### config.mk
export PLATFORM = sky130hd
export DESIGN_NAME = mips_multicycle_core
export DESIGN_NICKNAME = d
export VERILOG_FILES = /design/src/rtl/mips_pkg.sv /design/src/rtl/mips_multicycle_core_regfile.sv /design/src/rtl/mips_multicycle_core.sv
export SDC_FILE = /design/constraint.sdc
export NUM_CORES = 2
export LEC_CHECK = 0
export ABC_CLOCK_PERIOD_IN_PS = 10200
export CORE_MARGIN = 1
export CORE_UTILIZATION = 60
export DETAILED_ROUTE_END_ITERATION = 12
export PLACE_DENSITY = 0.77
export RECOVER_POWER = 25
export SYNTH_ARGS = -nofsm -noshare
export SYNTH_HDL_FRONTEND = slang
export SYNTH_HIERARCHICAL = 1
export SYNTH_SLANG_ARGS = --single-unit
### constraint.sdc
create_clock -name clk -period 10.2 [get_ports clk]
set_input_delay 1.02 -clock clk [delete_from_list [all_inputs] [get_ports clk]]
set_output_delay 1.02 -clock clk [all_outputs]
set_load 0.01 [all_outputs]
### src/rtl/mips_pkg.sv
// Shared encodings for the multi-cycle MIPS core: opcodes, functs,
// ALU operations and FSM states.
package mips_pkg;

    localparam logic [5:0] OP_RTYPE = 6'b000000;
    localparam logic [5:0] OP_LW    = 6'b100011;
    localparam logic [5:0] OP_SW    = 6'b101011;
    localparam logic [5:0] OP_BEQ   = 6'b000100;
    localparam logic [5:0] OP_ADDI  = 6'b001000;
    localparam logic [5:0] OP_J     = 6'b000010;

    localparam logic [5:0] F_ADD = 6'b100000;
    localparam logic [5:0] F_SUB = 6'b100010;
    localparam logic [5:0] F_AND = 6'b100100;
    localparam logic [5:0] F_OR  = 6'b100101;
    localparam logic [5:0] F_SLT = 6'b101010;

    typedef enum logic [2:0] {
        ALU_ADD,
        ALU_SUB,
        ALU_AND,
        ALU_OR,
        ALU_SLT
    } alu_op_e;

    typedef enum logic [2:0] {
        S_FETCH,
        S_DECODE,
        S_EXEC,
        S_MEM,
        S_WB,
        S_HALT
    } state_e;

endpackage

### src/rtl/mips_multicycle_core_regfile.sv
// 32x32 register file: two combinational reads, one synchronous write,
// register 0 hard-wired to zero.
module mips_regfile (
    input  logic        clk_i,
    input  logic [4:0]  ra1_i,
    input  logic [4:0]  ra2_i,
    output logic [31:0] rd1_o,
    output logic [31:0] rd2_o,
    input  logic        we_i,
    input  logic [4:0]  wa_i,
    input  logic [31:0] wd_i
);

    logic [31:0] regs_q [32];

    always_ff @(posedge clk_i) begin
        if (we_i && (wa_i != 5'd0)) begin
            regs_q[wa_i] <= wd_i;
        end
    end

    assign rd1_o = (ra1_i == 5'd0) ? 32'd0 : regs_q[ra1_i];
    assign rd2_o = (ra2_i == 5'd0) ? 32'd0 : regs_q[ra2_i];

endmodule

### src/rtl/mips_multicycle_core.sv
// Multi-cycle MIPS core sharing one req/ready memory port between
// instruction fetch and load/store.
module mips_multicycle_core
    import mips_pkg::*;
#(
    parameter logic [31:0] RESET_PC   = 32'h0000_0000,
    parameter int          MEM_ADDR_W = 32
) (
    input  logic                  clk,
    input  logic                  reset,
    output logic                  mem_req,
    output logic                  mem_we,
    output logic [MEM_ADDR_W-1:0] mem_addr,
    output logic [31:0]           mem_wdata,
    input  logic [31:0]           mem_rdata,
    input  logic                  mem_ready,
    output logic [31:0]           pc,
    output logic                  retire,
    output logic                  halted
);

    state_e      state_q, state_d;
    logic [31:0] pc_q, pc_d, pc4_q, pc4_d, ir_q, ir_d;
    logic [31:0] a_q, a_d, b_q, b_d, imm_q, imm_d;
    logic [31:0] alu_q, alu_d, mdr_q, mdr_d;

    logic [5:0]  opcode, funct;
    logic [4:0]  rs, rt, rd;
    logic        legal;
    alu_op_e     alu_op;
    logic [31:0] opb, alu_y, rf_rd1, rf_rd2, rf_wd, addr_c;
    logic [4:0]  rf_wa;
    logic        rf_we, req_c, we_c, retire_c;
    logic        unused_ok;

    assign opcode = ir_q[31:26];
    assign rs     = ir_q[25:21];
    assign rt     = ir_q[20:16];
    assign rd     = ir_q[15:11];
    assign funct  = ir_q[5:0];

    always_comb begin
        legal  = 1'b0;
        alu_op = ALU_ADD;
        unique case (opcode)
            OP_RTYPE: begin
                legal = 1'b1;
                unique case (funct)
                    F_ADD:   alu_op = ALU_ADD;
                    F_SUB:   alu_op = ALU_SUB;
                    F_AND:   alu_op = ALU_AND;
                    F_OR:    alu_op = ALU_OR;
                    F_SLT:   alu_op = ALU_SLT;
                    default: legal = 1'b0;
                endcase
            end
            OP_LW, OP_SW, OP_BEQ, OP_ADDI, OP_J: legal = 1'b1;
            default: legal = 1'b0;
        endcase
    end

    assign opb = (opcode == OP_RTYPE) ? b_q : imm_q;

    always_comb begin
        unique case (alu_op)
            ALU_SUB: alu_y = a_q - opb;
            ALU_AND: alu_y = a_q & opb;
            ALU_OR:  alu_y = a_q | opb;
            ALU_SLT: alu_y = {31'd0, $signed(a_q) < $signed(opb)};
            default: alu_y = a_q + opb;
        endcase
    end

    assign rf_wa = (opcode == OP_RTYPE) ? rd : rt;
    assign rf_wd = (opcode == OP_LW) ? mdr_q : alu_q;

    mips_regfile u_rf (
        .clk_i (clk),
        .ra1_i (rs),
        .ra2_i (rt),
        .rd1_o (rf_rd1),
        .rd2_o (rf_rd2),
        .we_i  (rf_we),
        .wa_i  (rf_wa),
        .wd_i  (rf_wd)
    );

    always_comb begin
        state_d  = state_q;
        pc_d     = pc_q;
        pc4_d    = pc4_q;
        ir_d     = ir_q;
        a_d      = a_q;
        b_d      = b_q;
        imm_d    = imm_q;
        alu_d    = alu_q;
        mdr_d    = mdr_q;
        rf_we    = 1'b0;
        req_c    = 1'b0;
        we_c     = 1'b0;
        addr_c   = pc_q;
        retire_c = 1'b0;
        unique case (state_q)
            S_FETCH: begin
                req_c = 1'b1;
                if (mem_ready) begin
                    ir_d    = mem_rdata;
                    pc4_d   = pc_q + 32'd4;
                    state_d = S_DECODE;
                end
            end
            S_DECODE: begin
                a_d     = rf_rd1;
                b_d     = rf_rd2;
                imm_d   = {{16{ir_q[15]}}, ir_q[15:0]};
                state_d = legal ? S_EXEC : S_HALT;
            end
            S_EXEC: begin
                unique case (opcode)
                    OP_RTYPE, OP_ADDI: begin
                        alu_d   = alu_y;
                        state_d = S_WB;
                    end
                    OP_LW, OP_SW: begin
                        alu_d   = alu_y;
                        state_d = S_MEM;
                    end
                    OP_BEQ: begin
                        pc_d     = (a_q == b_q) ? pc4_q + {imm_q[29:0], 2'b00}
                                                : pc4_q;
                        retire_c = 1'b1;
                        state_d  = S_FETCH;
                    end
                    OP_J: begin
                        pc_d     = {pc4_q[31:28], ir_q[25:0], 2'b00};
                        retire_c = 1'b1;
                        state_d  = S_FETCH;
                    end
                    default: state_d = S_HALT;
                endcase
            end
            S_MEM: begin
                req_c  = 1'b1;
                we_c   = (opcode == OP_SW);
                addr_c = alu_q;
                if (mem_ready) begin
                    if (opcode == OP_SW) begin
                        pc_d     = pc4_q;
                        retire_c = 1'b1;
                        state_d  = S_FETCH;
                    end else begin
                        mdr_d   = mem_rdata;
                        state_d = S_WB;
                    end
                end
            end
            S_WB: begin
                rf_we    = 1'b1;
                pc_d     = pc4_q;
                retire_c = 1'b1;
                state_d  = S_FETCH;
            end
            default: state_d = S_HALT;
        endcase
    end

    always_ff @(posedge clk or negedge reset) begin
        if (!reset) begin
            state_q <= S_FETCH;
            pc_q    <= RESET_PC;
            pc4_q   <= '0;
            ir_q    <= '0;
            a_q     <= '0;
            b_q     <= '0;
            imm_q   <= '0;
            alu_q   <= '0;
            mdr_q   <= '0;
        end else begin
            state_q <= state_d;
            pc_q    <= pc_d;
            pc4_q   <= pc4_d;
            ir_q    <= ir_d;
            a_q     <= a_d;
            b_q     <= b_d;
            imm_q   <= imm_d;
            alu_q   <= alu_d;
            mdr_q   <= mdr_d;
        end
    end

    // Reset state is FETCH, so strobes are gated to stay low while held.
    assign mem_req   = reset & req_c;
    assign mem_we    = reset & we_c;
    assign mem_addr  = reset ? addr_c[MEM_ADDR_W-1:0] : '0;
    assign mem_wdata = reset ? b_q : '0;
    assign retire    = reset & retire_c;
    assign halted    = reset & (state_q == S_HALT);
    assign pc        = pc_q;

    assign unused_ok = ^{ir_q[10:6], addr_c};

endmodule

[Word-level counts from Yosys, hierarchy flattened]
Memory sizes are Yosys's and may differ from the RTL's.
Cells that the tools add are included.
Storage, ports and cells
  register bits after elaboration: 243
  bits in writable memories: 1024
  input port bits: 35
  output and inout bits: 100
  memories: 1
Memory list
  u_rf.regs_q: depth 32, bits a word 32, rd ports 2, clocked after Yosys merged registers in 0, wr ports 1, RTL line mips_multicycle_core_regfile.sv:14  | logic [31:0] regs_q [32];
Cells by class
  add/subtract/negate cells: 4
  magnitude comparators: 1
  eq/ne operators: 24
  multiplexer cells: 33
  bitwise operators: 7
  reductions and logical operators: 19
Operators with widths (number)
  $mux W32: 10
  $pmux W32 S4: 1
  $pmux W32 S3: 1
  $add A32 B32 Y32: 2
  $pmux W32 S2: 1
  $eq A6 B6 Y1 const B: 7
  $add A32 B3 Y32 const B: 1
  $and A32 B32 Y32: 1
  $eq A32 B32 Y1: 1
  $lt A32 B32 Y1: 1
  $or A32 B32 Y32: 1
  $sub A32 B32 Y32: 1
  $mux W3: 5
  $pmux W3 S5: 1
  $eq A3 B2 Y1 const B: 4
  $pmux W3 S4: 1
  $logic_not A5 Y1: 2
  $reduce_or A5 Y1: 2
  $eq A3 B3 Y1 const B: 3
  $mux W1: 9
  $pmux W3 S3: 1
  $reduce_or A2 Y1: 4
  $eq A3 B1 Y1 const B: 2
  $eq A6 B2 Y1 const B: 1
  other kinds (18): 25

[Longest topological paths before layout]
  depth after elaboration: 6
  depth in mapped cells: 20
  depth with buffers taken out: 17

[Modules after synthesis]
Netlist, hierarchy kept.
By module, submodules not included
  mips_regfile: times used 1, cells each 2564, area each 47929.7 µm²
  mips_multicycle_core: times used 1, cells each 2034, area each 17959.7 µm²

[Worst setup path before layout]
Ideal clock, no wire load.
  path type: reg2reg
  start point: register ir_q[26]
  end point: register alu_q[26]
  setup time: 0.129 ns
  arrival: 4.492 ns
  data required time: 10.071 ns
  setup slack: 5.579 ns
  stages on the path, launching flop included: 20
  clock period less this slack: 4.621 ns
  cell sequence: dfrtp_1 > or3_1 > nor4_2 > clkbuf_1 > clkbuf_1 > nand2_1 > o21ai_0 > inv_1 > fa_1 > nor2b_1 > o21a_1 > o21a_2 > o211a_1 > nor3_4 > a21oi_4 > o211ai_4 > a2111oi_4 > o41ai_1 > mux2i_1 > a21oi_1
Between the ends
  cells in the longest elaborated chain, start to end: 4
Ends and longest elaborated chain
  start: declaration: RTL line mips_multicycle_core.sv:23  | logic [31:0] pc_q, pc_d, pc4_q, pc4_d, ir_q, ir_d;
  start signal: assignment: RTL line mips_multicycle_core.sv:182  | ir_q <= ir_d;
  $logic_not A6 Y1: RTL line mips_multicycle_core.sv:45, mips_multicycle_core.sv:62, mips_multicycle_core.sv:119
  $mux W32 or $mux W3 (tied branches): RTL line mips_multicycle_core.sv:62, mips_multicycle_core.sv:45
  $add A32 B32 Y32 (tied with other cells): RTL line mips_multicycle_core.sv:70  | default: alu_y = a_q + opb;
  $pmux W32 S4: RTL line mips_multicycle_core.sv:65  | unique case (alu_op)
  end signal: assignment: RTL line mips_multicycle_core.sv:186  | alu_q <= alu_d;
  end: declaration: RTL line mips_multicycle_core.sv:25  | logic [31:0] alu_q, alu_d, mdr_q, mdr_d;
Several ways; a longest one is shown, not always the timed one.
A chain may end at the register's enable or synchronous reset.

[Final worst setup path]
  start point: input port reset
  end point: output port mem_we
Between the ends
  cells in the longest elaborated chain, start to end: 1
Ends and longest elaborated chain
  start: declaration: RTL line mips_multicycle_core.sv:10  | input logic reset,
  $and A1 B1 Y1: RTL line mips_multicycle_core.sv:193  | assign mem_we = reset & we_c;
  end: declaration: RTL line mips_multicycle_core.sv:12  | output logic mem_we,
No other way between the ends.

==> key figures <==
Status
  • Run status: finished with violations
  • Violated checks: max-capacitance violations, max-slew violations

Drt
  • Vias: between 40000 and 50000
  • Antenna Nets Post-Route: 0
  • # DRC: 0
  • WL per Instance: roughly 34 um
  • Routed wire length: 209000 um
  • Initial detailed-routing violation count: 6256
  • Vias per cell: approximately 7.3
  • DR pass1 iterations: 6

Clock tree
  • Worst-case clock buffer depth: 3
  • CTS Buf Count: 130
  • Number of instances resized during post-cts repair: 0
  • Setup Buffers After CTS: 0
  • H-tree Lvls: 4
  • CTS Sinks: ~1300
  • Clock slew at reported path FFs: ~0.060 ns
  • Clock root buffer: clkbuf_16
  • Worst skew pair latency: roughly 0.76 ns
  • Hold_buf cts: 0
  • TritonCTS clock tree: done

Floorplan
  • I/O pins: around 140
  • Height of the die: roughly 330 um
  • Core area: between 100000 and 150000 um2
  • Row cnt: about 120
  • Starting density of the core: about three fifths
  • Die Width: roughly 330 um
  • Die area: about 110000 um2

Timing
  • # setup viols final: 0
  • Post-layout minimum cycle time: ~6 ns
  • Setup_tns: 0 ns
  • Max Slew Vio Count: 348
  • Final-report hold violation count: 0
  • Clock skew: 0.0299 ns
  • Hold Slack: a little over 0.3 ns
  • Fmax: around 0.16 GHz
  • Fin crit share: 59.8%
  • Max_slew headroom: -162%
  • RSZ-0062 raised after global routing: no
  • Worst slew pin tran: ~3.9 ns

Layout
  • Most frequent cells in the layout: 1024 x edfxtp_1, 330 x mux2i_1, 300 x nand2_1
  • Multi-input gate area: roughly 27000 um2
  • Storage element area: 36900 um2
  • Share of layout cells above drive strength 1: 19.0%
  • Fillers: 7397
  • Final nets: 4844
  • Most common cell after layout, fill and taps aside: edfxtp_1
  • Area Overhead vs Synth: 10.7%

Place
  • Port Buffers: between 100 and 150
  • GPL Wtd Cong: around 1.0
  • DP HPWL: 123000 um

Worst setup path
  • Slowest-stage cell, CP: clkbuf_1
  • Worst EP required: approximately 9 ns
  • Buf+Inv Stages, Crit Path: 3
  • Worst setup EP type: output pin
  • Worst r2r src: state_q[0]
  • WS Path Type: in -> out
  • Crit path max fanout: around 120
  • Critical R2R Capture: ir_q[8]
  • R2R setup slack: 4.76 ns
  • CP Launch Type: primary input
  • Worst path cell trace: buf_8, clkbuf_1, and3_1, clkdlybuf4s50_1
  • Delay-heaviest family, CP: buffers and inverters
  • Largest stage delay on the critical path: 2.37 ns
  • Reg2Reg Depth: 5
  • Crit path DAT: 5.08 ns

Synth
  • Synth cell types: 96
  • Asr flop ratio synth: 19.2%
  • Synthesized area per cell: approximately 14 um2
  • Ranking of synthesized cells by area: edfxtp_1 47%, mux4_2 10%, dfrtp_1 9.2%, mux2i_1 5.0%, mux2_2 3.9%
  • Post-synth EDFFs: between 1000 and 1500
  • Flops & latches, synth: 1267
  • Seq/Total Area, Yosys: 55.9%
  • Synthesized area: approximately 66000 um2
  • Post-Synthesis Cells: around 4600
  • Synth warn: 6
  • Largest area contributor in the netlist: edfxtp_1
  • Share of the synthesized area in the top cell type: 46.7%
  • Top_reg_cell synth: edfxtp_1

Global routing
  • Grt ovf: 0
  • Largest net degree at the start of global routing: 125
  • Vias in the first global route: 44100
  • First-pass GRT wire length: about 300000 um
  • Initial antenna violation count: 7
  • GRT Total Usage: between 30% and 40%

Pwr
  • Max IR drop VDD: ~0.17 mV
  • Pleak: 21.5 nW
  • Pwr dens: 143 nW/um2

Run
  • Max_cap viols: 7

Hold path
  • HP Class: in -> async
-- Yosys cell counts, types with 14 or more instances --
cell type and n:
edfxtp_1 1024, mux2i_1 330, nand2_1 300, mux4_2 298
dfrtp_1 243, mux2_2 228, nor2_1 215, a21oi_1 186
o21ai_0 180, clkbuf_1 179, ha_1 127, inv_1 114
xnor2_1 90, a211oi_1 70, a22oi_1 68, o221ai_1 65
a221oi_1 58, nor2b_1 57, mux4_1 54, buf_2 51
buf_4 51, a21o_1 50, nand4_1 42, and2_1 41
a21boi_0 33, a311oi_1 32, nand3_1 31, xor2_1 30
and3_1 21, a221oi_2 20, nor3_1 20, o21a_1 19
o21ai_1 19, o21bai_1 18, buf_1 17, nand2b_1 16
o211ai_1 16, a31oi_1 15, o22ai_1 15, buf_6 14
-- kinds of logic (layout without fill, tap and decap cells) --
group           after synthesis  after routing  synth area share (%)
xor+xnor                    120            120                  1.60
compound gates              934            934                  9.93
simple gates                799            799                  5.67
other cells                   1             36               0.00569
fa+ha+maj                   130            130                  2.50
buf+inv                     437            591                  3.15
flops                      1267           1267                  55.9
mux                         910            910                  21.2
-- layout make-up --
class	count	share of cell area (%)
Clock buffer	171	4.97
Antenna cell	4	0.0137
Sequential cell	1267	50.5
Multi-Input combinational cell	2925	37.6
Clock inverter	65	0.854
Timing Repair Buffer	240	3.00
Tap cell	1414	2.43
Inverter	115	0.592
-- metrics by stage --
stage	power [mW]	worst slack, ns	util, %	cell area (um2)	instances
global route	10.6	3.46	67.0	72900	6197
finish	10.4	4.10	67.0	72900	6201
CTS	10.4	5.07	67.0	73000	6197
global placement	5.71	5.16	63.1	68700	5961
floorplan	5.66	5.58	-	66000	4629
detailed placement	5.71	5.11	63.1	68700	5961
-- worst register-to-register path: stages (launching register included) --
cell and delay [ns]:
dfrtp_1 0.54, nor2_1 0.16, nand2_1 0.09, nor2_1 1.06, clkbuf_1 2.80, mux2_2 0.70
-- how the worst max path moves through the flow --
stage	cells after the start	to	slack [ns]	from
floorplan	19	alu_q[26]	5.58	ir_q[26]
global placement	17	alu_q[30]	5.16	ir_q[26]
detailed placement	17	alu_q[30]	5.11	ir_q[26]
CTS	17	alu_q[28]	5.07	ir_q[26]
global route	4	mem_we	3.46	reset
finish	4	mem_we	4.10	reset
-- flip-flops by register name, summed over array words and instances, names as in the netlist --
register,cells
alu_q,32
pc4_q,32
b_q,32
a_q,32
state_q,3
imm_q,16
mdr_q,32
ir_q,32
u_rf/regs_q,1024
pc,32
-- routing by layer --
layer,global-route usage [%],up-vias,wire length [um]
met5,0.217,-,106
met1,48.4,22500,71600
met4,20.6,8,13100
met2,57.7,3747,94700
li1,-,18400,-
met3,11.0,810,29600
-- power breakdown --
group	internal, mW	leakage [nW]	total (mW)	switching, mW
Combinational	0.0311	8.98	0.0728	0.0417
Sequential	5.53	10.4	5.53	0.00182
Clock	2.80	2.09	4.79	1.99
Note: power is estimated with default switching activity, not from simulation.
